<file path="src/rtl/mtx_tx_framer_if.sv">
// Output sample stream from the TX framer toward the radio TX datapath.
// The master drives data/valid/markers and the slave drives ready.
interface mtx_tx_framer_if #(
  parameter int unsigned DATA_WIDTH = 16
);
  logic [2*DATA_WIDTH-1:0] o_tdata;
  logic                    o_tvalid;
  logic                    o_tready;
  logic                    o_tlast;
  logic                    o_tsof;

  modport master (output o_tdata, output o_tvalid, output o_tlast, output o_tsof,
                  input  o_tready);
  modport slave  (input  o_tdata, input  o_tvalid, input  o_tlast, input  o_tsof,
                  output o_tready);
endinterface

</file>
<file path="src/rtl/mtx_tx_framer.sv">
// Aligns the TX controller's sample stream to symbol/burst boundaries and buffers
// it in a first-word-fall-through FIFO with sof/last markers and sticky error flags.
module mtx_tx_framer #(
  parameter int unsigned DATA_WIDTH  = 16,
  parameter int unsigned NSIG        = 8192,
  parameter int unsigned NSYMB       = 16,
  parameter int unsigned SIG_WIDTH   = 24,
  parameter int unsigned NSYMB_WIDTH = 16,
  parameter int unsigned FIFO_AW     = 5
) (
  input  logic                   clk,
  input  logic                   reset,
  input  logic [DATA_WIDTH-1:0]  itx,
  input  logic [DATA_WIDTH-1:0]  qtx,
  input  logic                   tx_valid,
  input  logic                   tx_trig,
  input  logic                   err_clr,
  mtx_tx_framer_if.master        m_tx,
  output logic [NSYMB_WIDTH-1:0] symb_idx,
  output logic                   busy,
  output logic                   overflow,
  output logic                   sync_err
);
  localparam int unsigned DEPTH = 1 << FIFO_AW;
  localparam int unsigned PW    = FIFO_AW + 1;
  localparam int unsigned DW2   = 2 * DATA_WIDTH;
  localparam int unsigned EW    = DW2 + 2;

  typedef enum logic {IDLE, RUN} state_t;

  state_t               state;
  logic [SIG_WIDTH-1:0] sig_cnt;
  logic [EW-1:0]        mem [DEPTH];
  logic [PW-1:0]        wr_ptr;
  logic [PW-1:0]        rd_ptr;

  logic                   accept_c;
  logic                   start_c;
  logic                   sync_ev_c;
  logic                   last_c;
  logic                   pop_c;
  logic                   full_c;
  logic                   push_c;
  logic                   ovf_ev_c;
  logic [SIG_WIDTH-1:0]   pos_c;
  logic [NSYMB_WIDTH-1:0] sym_c;
  logic [PW-1:0]          rd_nxt_c;
  logic [PW-1:0]          wr_nxt_c;
  logic [EW-1:0]          entry_c;
  logic [EW-1:0]          head_c;

  // Framing decision, FIFO handshakes and the head entry after this edge.
  always_comb begin
    accept_c  = tx_valid && (state == RUN || tx_trig);
    start_c   = tx_valid && tx_trig && (state == IDLE || sig_cnt != '0);
    sync_ev_c = start_c && (state == RUN);
    pos_c     = start_c ? '0 : sig_cnt;
    sym_c     = start_c ? '0 : symb_idx;
    last_c    = (pos_c == SIG_WIDTH'(NSIG - 1));
    entry_c   = {start_c, last_c, itx, qtx};
    pop_c     = m_tx.o_tvalid && m_tx.o_tready;
    full_c    = ((wr_ptr - rd_ptr) == PW'(DEPTH));
    push_c    = accept_c && (!full_c || pop_c);
    ovf_ev_c  = accept_c && !push_c;
    rd_nxt_c  = pop_c  ? rd_ptr + PW'(1) : rd_ptr;
    wr_nxt_c  = push_c ? wr_ptr + PW'(1) : wr_ptr;
    // A sample written into the slot that becomes head bypasses the array.
    head_c    = (push_c && rd_nxt_c == wr_ptr) ? entry_c : mem[rd_nxt_c[FIFO_AW-1:0]];
  end

  assign busy = (state == RUN);

  // FIFO storage; contents need no reset since the pointers define validity.
  always_ff @(posedge clk) begin
    if (push_c) begin
      mem[wr_ptr[FIFO_AW-1:0]] <= entry_c;
    end
  end

  // Framing FSM, FIFO pointers, registered output stage and sticky flags.
  always_ff @(posedge clk) begin
    if (reset) begin
      state         <= IDLE;
      sig_cnt       <= '0;
      symb_idx      <= '0;
      wr_ptr        <= '0;
      rd_ptr        <= '0;
      m_tx.o_tvalid <= 1'b0;
      m_tx.o_tdata  <= '0;
      m_tx.o_tlast  <= 1'b0;
      m_tx.o_tsof   <= 1'b0;
      overflow      <= 1'b0;
      sync_err      <= 1'b0;
    end else begin
      if (accept_c) begin
        if (last_c) begin
          sig_cnt <= '0;
          if (sym_c == NSYMB_WIDTH'(NSYMB - 1)) begin
            state    <= IDLE;
            symb_idx <= '0;
          end else begin
            state    <= RUN;
            symb_idx <= sym_c + NSYMB_WIDTH'(1);
          end
        end else begin
          state    <= RUN;
          sig_cnt  <= pos_c + SIG_WIDTH'(1);
          symb_idx <= sym_c;
        end
      end

      wr_ptr <= wr_nxt_c;
      rd_ptr <= rd_nxt_c;

      if (wr_nxt_c != rd_nxt_c) begin
        m_tx.o_tvalid <= 1'b1;
        m_tx.o_tsof   <= head_c[EW-1];
        m_tx.o_tlast  <= head_c[EW-2];
        m_tx.o_tdata  <= head_c[DW2-1:0];
      end else begin
        m_tx.o_tvalid <= 1'b0;
        m_tx.o_tsof   <= 1'b0;
        m_tx.o_tlast  <= 1'b0;
      end

      overflow <= ovf_ev_c  || (overflow && !err_clr);
      sync_err <= sync_ev_c || (sync_err && !err_clr);
    end
  end
endmodule

</file>
<file path="src/flat_wrapper.sv">
// flat-port wrapper written by rule: the top's interface ports become plain ports
module mtx_tx_framer_flat 
#(
  parameter int unsigned DATA_WIDTH  = 16,
  parameter int unsigned NSIG        = 8192,
  parameter int unsigned NSYMB       = 16,
  parameter int unsigned SIG_WIDTH   = 24,
  parameter int unsigned NSYMB_WIDTH = 16,
  parameter int unsigned FIFO_AW     = 5
)
  (clk, reset, itx, qtx, tx_valid, tx_trig, err_clr, symb_idx, busy, overflow, sync_err, m_tx_o_tdata, m_tx_o_tvalid, m_tx_o_tlast, m_tx_o_tsof, m_tx_o_tready);
  mtx_tx_framer_if #(.DATA_WIDTH(DATA_WIDTH)) m_tx_i ();
  input  logic clk;
  input  logic reset;
  input  logic [DATA_WIDTH-1:0] itx;
  input  logic [DATA_WIDTH-1:0] qtx;
  input  logic tx_valid;
  input  logic tx_trig;
  input  logic err_clr;
  output logic [NSYMB_WIDTH-1:0] symb_idx;
  output logic busy;
  output logic overflow;
  output logic sync_err;
  output wire logic [$bits(m_tx_i.o_tdata)-1:0] m_tx_o_tdata;
  output wire logic [$bits(m_tx_i.o_tvalid)-1:0] m_tx_o_tvalid;
  output wire logic [$bits(m_tx_i.o_tlast)-1:0] m_tx_o_tlast;
  output wire logic [$bits(m_tx_i.o_tsof)-1:0] m_tx_o_tsof;
  input wire logic [$bits(m_tx_i.o_tready)-1:0] m_tx_o_tready;
  assign m_tx_o_tdata = m_tx_i.o_tdata;
  assign m_tx_o_tvalid = m_tx_i.o_tvalid;
  assign m_tx_o_tlast = m_tx_i.o_tlast;
  assign m_tx_o_tsof = m_tx_i.o_tsof;
  assign m_tx_i.o_tready = m_tx_o_tready;
  mtx_tx_framer #(.DATA_WIDTH(DATA_WIDTH), .NSIG(NSIG), .NSYMB(NSYMB), .SIG_WIDTH(SIG_WIDTH), .NSYMB_WIDTH(NSYMB_WIDTH), .FIFO_AW(FIFO_AW)) u_core (.clk(clk), .reset(reset), .itx(itx), .qtx(qtx), .tx_valid(tx_valid), .tx_trig(tx_trig), .err_clr(err_clr), .m_tx(m_tx_i), .symb_idx(symb_idx), .busy(busy), .overflow(overflow), .sync_err(sync_err));
endmodule
</file>
<file path="config.mk">
export PLATFORM = sky130hd
export DESIGN_NAME = mtx_tx_framer_flat
export DESIGN_NICKNAME = d
export VERILOG_FILES = /design/src/rtl/mtx_tx_framer_if.sv /design/src/rtl/mtx_tx_framer.sv /design/src/flat_wrapper.sv
export SDC_FILE = /design/constraint.sdc
export NUM_CORES = 1
export LEC_CHECK = 0
export BUFFER_PORTS_ARGS = -buffer_cell sky130_fd_sc_hd__buf_4
export CAP_MARGIN = 0
export CORE_MARGIN = 5
export CORE_UTILIZATION = 35
export CTS_CLUSTER_DIAMETER = 80
export DETAILED_ROUTE_END_ITERATION = 8
export PLACE_DENSITY = 0.61
export SLEW_MARGIN = 20
export SYNTH_ARGS = -nofsm -noshare
export SYNTH_HDL_FRONTEND = slang
export SYNTH_SLANG_ARGS = --single-unit
</file>
<file path="constraint.sdc">
create_clock -name clk -period 5.7 [get_ports clk]
set_input_delay 1.14 -clock clk [delete_from_list [all_inputs] [get_ports clk]]
set_output_delay 1.14 -clock clk [all_outputs]
set_load 0.05 [all_outputs]
</file>
* Word-level counts from Yosys, hierarchy flattened
Memory sizes are Yosys's and may differ from the RTL's.
Index checks and enable logic that the tools add are counted.
** Word-level totals
- Register bits after elaboration :: 90
- Bits in latches :: 0
- Memory bits (writable) :: 1088
- Bits in read-only memories :: 0
- Bits of input ports :: 38
- Output and inout port bits :: 54
- Logic and storage cells :: 57
- Memories :: 1
** Memories
- u_core.mem :: depth 32, width 34, read ports 1, clocked after memory_dff 0, write ports 1, RTL line mtx_tx_framer.sv:33 : logic [EW-1:0] mem [DEPTH];
** Operators by class
- $add $sub $neg :: 5
- Multipliers :: 0
- Div/mod/pow operators :: 0
- Order comparisons :: 0
- Equal/unequal tests :: 5
- Shift operators :: 0
- Multiplexer cells :: 13
- Bitwise gates (word level) :: 2
- Reduce and logical (&&, ||, !) cells :: 20
** Operator list (number)
- $mux W16 :: 3
- $mux W24 :: 2
- $mux W34 :: 1
- $add A24 B1 Y24 const B :: 1
- $eq A24 B13 Y1 const B :: 1
- $reduce_bool A24 Y1 :: 1
- $add A16 B1 Y16 const B :: 1
- $eq A16 B4 Y1 const B :: 1
- $add A6 B1 Y6 const B :: 2
- $mux W6 :: 2
- $logic_and A1 B1 Y1 :: 10
- $eq A6 B6 Y1 :: 1
- $eq A6 B6 Y1 const B :: 1
- $ne A6 B6 Y1 :: 1
- $sub A6 B6 Y6 :: 1
- $logic_or A1 B1 Y1 :: 5
- $mux W1 :: 5
- $logic_not A1 Y1 :: 3
- $not A1 Y1 :: 2
- $reduce_or A2 Y1 :: 1

* Logic depth before layout (Yosys ltp)
- Depth after elaboration :: 9
- Mapped depth :: 16
- Gate-level depth less buffers :: 13

* Least setup slack after synthesis
OpenSTA, ideal clock, no wires.
- Path kind :: register to register
- Start point :: reg u_core.state (netlist: u_core.busy)
- End point :: reg u_core.symb_idx[4]
- Setup time :: 0.143 ns
- Data arrival time :: 4.065 ns
- Required time :: 5.557 ns
- Path slack :: 1.491 ns
- Cell stages (with the launch flop) :: 16
- Buffers on the path :: 2
- Cell sequence :: dfxtp_1 > nor4b_1 > nand4_1 > o211ai_1 > clkbuf_1 > clkbuf_1 > and2_1 > ha_1 > nand3_1 > nor4_1 > nor3b_1 > nand2_1 > inv_1 > a21oi_1 > o21ai_0 > o31ai_1
** Between the ends
- Elaborated cells on any way between the ends :: 12
- Those cells by class :: add/sub (1); eq/ne (2); mux (4); bitwise (1); reduce/logical (4)
** RTL lines
- start, declared :: RTL line mtx_tx_framer.sv:31 : state_t state;
- start signal, assigned :: RTL line mtx_tx_framer.sv:83 : state <= IDLE;
- start signal, assigned :: RTL line mtx_tx_framer.sv:99 : state <= IDLE;
- start signal, assigned :: RTL line mtx_tx_framer.sv:102 : state <= RUN;
- $not A1 Y1 :: RTL line mtx_tx_framer.sv:55 : start_c = tx_valid && tx_trig && (state == IDLE || sig_cnt != '0);
- $logic_or A1 B1 Y1 :: RTL line mtx_tx_framer.sv:55
- $logic_and A1 B1 Y1 :: RTL line mtx_tx_framer.sv:55
- $mux W24 :: RTL line mtx_tx_framer.sv:57 : pos_c = start_c ? '0 : sig_cnt;
- $eq A24 B13 Y1 :: RTL line mtx_tx_framer.sv:59 : last_c = (pos_c == SIG_WIDTH'(NSIG - 1));
- net u_core.last_c :: RTL line mtx_tx_framer.sv:40 : logic last_c;
- $mux W16 :: RTL line mtx_tx_framer.sv:96 : if (last_c) begin
- end signal, assigned :: RTL line mtx_tx_framer.sv:103 : symb_idx <= sym_c + NSYMB_WIDTH'(1);
- end signal, assigned :: RTL line mtx_tx_framer.sv:108 : symb_idx <= sym_c;
- end, declared :: RTL line mtx_tx_framer.sv:19 : output logic [NSYMB_WIDTH-1:0] symb_idx,
The timed path passes the listed nets, and every way through them passes these cells.
A chain may end at the register's enable or synchronous reset.

* Worst setup path after layout
- Start point :: reg u_core.rd_ptr[0]
- End point :: reg u_core.m_tx.o_tdata[2]
** Between the ends
- Longest elaborated chain between the ends :: 7
- Elaborated cells on any way between the ends :: 13
- Those cells by class :: add/sub (2); eq/ne (3); mux (3); reduce/logical (4); memory (1)
** Ends and longest elaborated chain
- start, declared :: RTL line mtx_tx_framer.sv:35 : logic [PW-1:0] rd_ptr;
- start signal, assigned :: RTL line mtx_tx_framer.sv:113 : rd_ptr <= rd_nxt_c;
- branches (longest 7 deep; another with $mem_v2 Z32 W34)
- end signal, assigned :: RTL line mtx_tx_framer.sv:119 : m_tx.o_tdata <= head_c[DW2-1:0];
- end, declared :: RTL line mtx_tx_framer_if.sv:12 : modport master (output o_tdata, output o_tvalid, output o_tlast, output o_tsof,
Parallel ways; which one is timed is not known.

==> metrics.txt <==
# TYPE chip_impl_metric gauge
chip_impl_metric{name="cts.repair.resized",unit=""} 0
chip_impl_metric{name="power.leakage",unit="uW"} 0.0179
chip_impl_metric{name="irDropWorstVdd",unit="uV"} 267
chip_impl_info{name="cts_tree",value="built"} 1
chip_impl_info{name="cts_root_buffer",value="sky130_fd_sc_hd__clkbuf_16"} 1
chip_impl_info{name="ys.flop_type",value="sky130_fd_sc_hd__edfxtp_1"} 1
chip_impl_info{name="timing.critical_path.max_delay_family",value="simple AND/OR/NAND/NOR gates"} 1
chip_impl_info{name="timing.setup.critical_path_class",value="reg -> reg"} 1
chip_impl_metric{name="grt_first_pass_wirelength",unit="mm"} 192
chip_impl_info{name="synth_most_common_cell",value="sky130_fd_sc_hd__edfxtp_1"} 1
chip_impl_metric{name="critPathRequiredTime",unit="ns"} 6.27
chip_impl_metric{name="layout_setup_ws",unit="ns"} 1.07
chip_impl_metric{name="number_of_antenna_violations_at_the_first_check_in_global_routing",unit=""} 4
chip_impl_metric{name="final_hold_viol_count",unit=""} 0
chip_impl_metric{name="groute.usage.overall",unit="%"} 18.2
chip_impl_info{name="outcome",value="complete, no violations"} 1
chip_impl_metric{name="timing.setup.tns",unit="ns"} 0
chip_impl_metric{name="inserted_clock_buffers",unit=""} 117
chip_impl_info{name="yosysTopAreaCell",value="sky130_fd_sc_hd__edfxtp_1"} 1
chip_impl_metric{name="num_vias",unit=""} 28800
chip_impl_metric{name="multiInputGateArea",unit="sq um"} 12100
chip_impl_metric{name="crit_buf_inv",unit=""} 1
chip_impl_metric{name="cts_setup_buffers",unit=""} 0
chip_impl_metric{name="maximum_number_of_pins_on_one_net_before_global_route_repair",unit=""} 85
chip_impl_metric{name="ios",unit=""} 92
chip_impl_metric{name="synth_adder_area_share",unit="%"} 0.317
chip_impl_metric{name="die-area",unit="sq um"} 143000
chip_impl_metric{name="netlist_cell_types",unit=""} 88
chip_impl_metric{name="number_of_global_route_vias_before_repair",unit=""} 27600
chip_impl_metric{name="route.detailed.vias_per_inst",unit=""} 5.66
chip_impl_metric{name="regArea",unit="sq um"} 34500
chip_impl_info{name="synthTopCellsByCount",value="sky130_fd_sc_hd__edfxtp_1, sky130_fd_sc_hd__nand2_1, sky130_fd_sc_hd__nand3_1"} 1
chip_impl_metric{name="cts.htree.levels",unit=""} 3
chip_impl_metric{name="drt_pass1_iterations",unit=""} 5
chip_impl_metric{name="clk_transition_reported_paths",unit="ns"} 0.06
chip_impl_metric{name="sink_count",unit=""} 1178
chip_impl_info{name="startpoint_type",value="register"} 1
chip_impl_metric{name="routed_wl",unit="mm"} 133
chip_impl_metric{name="synth_mux_area_share",unit="%"} 7.04
chip_impl_metric{name="placeableCoreArea",unit="sq um"} 135000
chip_impl_metric{name="initial_core_util",unit="%"} 35.1
chip_impl_metric{name="worst_skew_pair.late_latency",unit="ns"} 0.71
chip_impl_metric{name="hpwlAfterDp",unit="mm"} 76.7
chip_impl_metric{name="place.gp.congestion",unit=""} 0.824
chip_impl_metric{name="overall_die_width",unit="microns"} 378
chip_impl_metric{name="grt_overflow",unit=""} 0
chip_impl_metric{name="placedCellCount",unit=""} 4863
chip_impl_metric{name="power.density",unit="nW/um^2"} 360
chip_impl_metric{name="synth-simple-area-share",unit="%"} 9.01
chip_impl_metric{name="crit_path_max_incr_delay",unit="ns"} 0.74
chip_impl_metric{name="final_cell_count_no_fill",unit=""} 5088
chip_impl_metric{name="setup_viols_final",unit=""} 0
chip_impl_metric{name="layout_worst_path_cycle_share",unit="%"} 81.3
chip_impl_metric{name="number_of_flops_mapped_to_enable_cells_by_yosys",unit=""} 1088
chip_impl_metric{name="detail_route.wl_per_cell",unit="microns"} 26.1
chip_impl_info{name="crit_chain",value="ha_1, nand3_1, and2_4, xnor2_1, a2111oi_0, mux2_1, nand4_4, buf_4, o21ai_0, a21oi_1"} 1
chip_impl_metric{name="arrival",unit="ns"} 5.20
chip_impl_metric{name="layout-area-overhead-vs-synth",unit="%"} 15.2
chip_impl_metric{name="max-clock-path-buffers",unit=""} 3
chip_impl_metric{name="synth_sequential_area_ratio",unit="%"} 72.9
chip_impl_info{name="hold_class",value="reg -> reg"} 1
chip_impl_metric{name="synthXorXnorAreaFrac",unit="%"} 0.563
chip_impl_metric{name="slew_viol_final",unit=""} 0
chip_impl_metric{name="postRouteAntennaNets",unit=""} 0
chip_impl_metric{name="max_clock_freq",unit="MHz"} 216
chip_impl_info{name="ys_top_cells_by_area",value="sky130_fd_sc_hd__edfxtp_1, sky130_fd_sc_hd__mux4_2, sky130_fd_sc_hd__nand2_1"} 1
chip_impl_metric{name="fillCellCount",unit=""} 12200
chip_impl_metric{name="clock-skew-final",unit="ns"} 0.0238
chip_impl_metric{name="initialDrtViolationCount",unit=""} 3411
chip_impl_metric{name="die_height",unit="microns"} 378
chip_impl_metric{name="synthesis.yosys.warnings",unit=""} 0
chip_impl_metric{name="std_cell_rows",unit=""} 135
chip_impl_metric{name="drc_violations_left",unit=""} 0
chip_impl_metric{name="avgSynthCellArea",unit="sq um"} 15.3
chip_impl_info{name="crit_path_top_delay_cell",value="sky130_fd_sc_hd__and2_4"} 1
chip_impl_info{name="dominant_combinational_cell_family_by_area_after_synthesis",value="simple AND/OR/NAND/NOR gates"} 1
chip_impl_metric{name="syn_inst",unit=""} 3087
chip_impl_metric{name="port_buffer_count",unit=""} 91
chip_impl_metric{name="worst-path-max-fanout",unit=""} 38
chip_impl_metric{name="synthArstFlopShare",unit="%"} 0
chip_impl_metric{name="synth_compound_area_share",unit="%"} 7.92
chip_impl_metric{name="worst_rel_slew_slack",unit="%"} 29.3
chip_impl_metric{name="number_of_register_bits_inferred_by_synthesis",unit=""} 1178
chip_impl_metric{name="num-nets-final",unit=""} 3251
chip_impl_metric{name="timing.final.crit_period",unit="ns"} 4.63
chip_impl_metric{name="postSynthNetCount",unit=""} 3137
chip_impl_metric{name="drive_above_1_share",unit="%"} 16.1
chip_impl_metric{name="syn_area",unit="sq um"} 47300
chip_impl_info{name="element_type_at_the_critical_path_end",value="register"} 1
chip_impl_metric{name="holdBufCountCts",unit=""} 0
chip_impl_metric{name="worst_pin_slew",unit="ns"} 1.06
chip_impl_metric{name="synth_top_area_share",unit="%"} 69.0
chip_impl_info{name="unrepaired_setup_endpoints_after_global_routing",value="no"} 1
chip_impl_metric{name="cap_violations",unit=""} 0
chip_impl_metric{name="place_worst_setup_slack",unit="ns"} 0.973
-- placed cells by master (no fill, tap or decap), types with 8 or more instances in the layout --
cell type and n:
sky130_fd_sc_hd__a211oi_1 41, sky130_fd_sc_hd__a21oi_1 58, sky130_fd_sc_hd__a22oi_1 10, sky130_fd_sc_hd__a311oi_1 32, sky130_fd_sc_hd__a31oi_1 34, sky130_fd_sc_hd__a32o_1 9
sky130_fd_sc_hd__a32oi_1 94, sky130_fd_sc_hd__and2_1 8, sky130_fd_sc_hd__and3_1 55, sky130_fd_sc_hd__buf_12 31, sky130_fd_sc_hd__buf_4 166, sky130_fd_sc_hd__clkbuf_1 35
sky130_fd_sc_hd__clkbuf_16 117, sky130_fd_sc_hd__clkbuf_8 24, sky130_fd_sc_hd__clkinv_1 14, sky130_fd_sc_hd__clkinv_2 17, sky130_fd_sc_hd__dfxtp_1 90, sky130_fd_sc_hd__edfxtp_1 1088
sky130_fd_sc_hd__ha_1 12, sky130_fd_sc_hd__inv_1 12, sky130_fd_sc_hd__mux2i_1 118, sky130_fd_sc_hd__mux4_2 94, sky130_fd_sc_hd__nand2_1 507, sky130_fd_sc_hd__nand3_1 122
sky130_fd_sc_hd__nand4_1 38, sky130_fd_sc_hd__nor2_1 83, sky130_fd_sc_hd__nor2_4 35, sky130_fd_sc_hd__nor3_1 36, sky130_fd_sc_hd__nor4_1 10, sky130_fd_sc_hd__o2111ai_1 16
sky130_fd_sc_hd__o211ai_1 28, sky130_fd_sc_hd__o21ai_0 69, sky130_fd_sc_hd__o221a_1 8, sky130_fd_sc_hd__o311a_1 15, sky130_fd_sc_hd__or3_1 9, sky130_fd_sc_hd__xnor2_1 15
-- metrics by stage --
step,util (%),hold slack [ns],cell area [sq um],power [uW]
2_1_floorplan,-,0.454,47300,11400
3_3_place_gp,37.6,0.476,50700,12200
3_5_place_dp,37.6,0.485,50700,12200
4_1_cts,40.4,0.494,54500,19700
5_1_grt,40.4,0.515,54500,20300
6_report,40.4,0.490,54500,19600
-- worst min-delay path: cells and delay by family (launching register included) --
| kind | cells | cell delay, ns |
|---|---|---|
| AOI/OAI and AO/OA | 1 | 0.05 |
| DFF | 1 | 0.33 |
| and+or+nand+nor | 1 | 0.06 |
-- layer usage --
metal / GRT usage [%] / part of all wire (%) / vias to the layer above
met3: 3.03 / 8.2 / 231
met4: 5.41 / 2.9 / 4
met1: 25.8 / 42 / 14800
met5: 0 / 0.011 / -
li1: - / - / 12400
met2: 28.9 / 46 / 1403
-- worst paths after layout --
path	from	end	slack [ns]	cells after the start
worst max-delay path	u_core.rd_ptr[0]	u_core.m_tx.o_tdata[2]	1.07	10
worst min-delay path	u_core.sig_cnt[23]	u_core.sig_cnt[23]	0.49	2
worst max register to register	u_core.rd_ptr[0]	u_core.m_tx.o_tdata[2]	1.07	10
worst min register to register	u_core.sig_cnt[23]	u_core.sig_cnt[23]	0.49	2
-- final cells by class --
type,instances,share of cell area [%]
Clock inverter,47,0.771
Clock buffer,176,6.22
Inverter,14,0.0964
Sequential cell,1178,63.2
Antenna cell,2,0.00918
Timing Repair Buffer,197,3.42
Multi-Input combinational cell,1693,22.2
Tap cell,1781,4.09
-- power by group --
part           internal, uW  total, uW  switching (uW)
logic                   795       2360            1570
registers              9540       9680             133
clock network          4340       7600            3270
total                 14700      19600            4970
-- logic make-up after synthesis --
group	count (synthesis)
DFF	1178
and+or+nand+nor	946
AOI/OAI and AO/OA	495
buffers and inverters	216
muxes	215
xor gates and xnor gates	25
adders and majority gates	12
-- sequential cells by signal, indices dropped and copies added (netlist names) --
signal / cells
u_core.wr_ptr: 6
u_core.sync_err: 1
u_core.m_tx.o_tlast: 1
u_core.m_tx.o_tdata: 32
u_core.sig_cnt: 24
u_core.symb_idx: 16
u_core.m_tx.o_tvalid: 1
u_core.rd_ptr: 6
u_core.mem: 1088
u_core.m_tx.o_tsof: 1
u_core.busy: 1
u_core.overflow: 1
(Power assumes the default switching activity.)
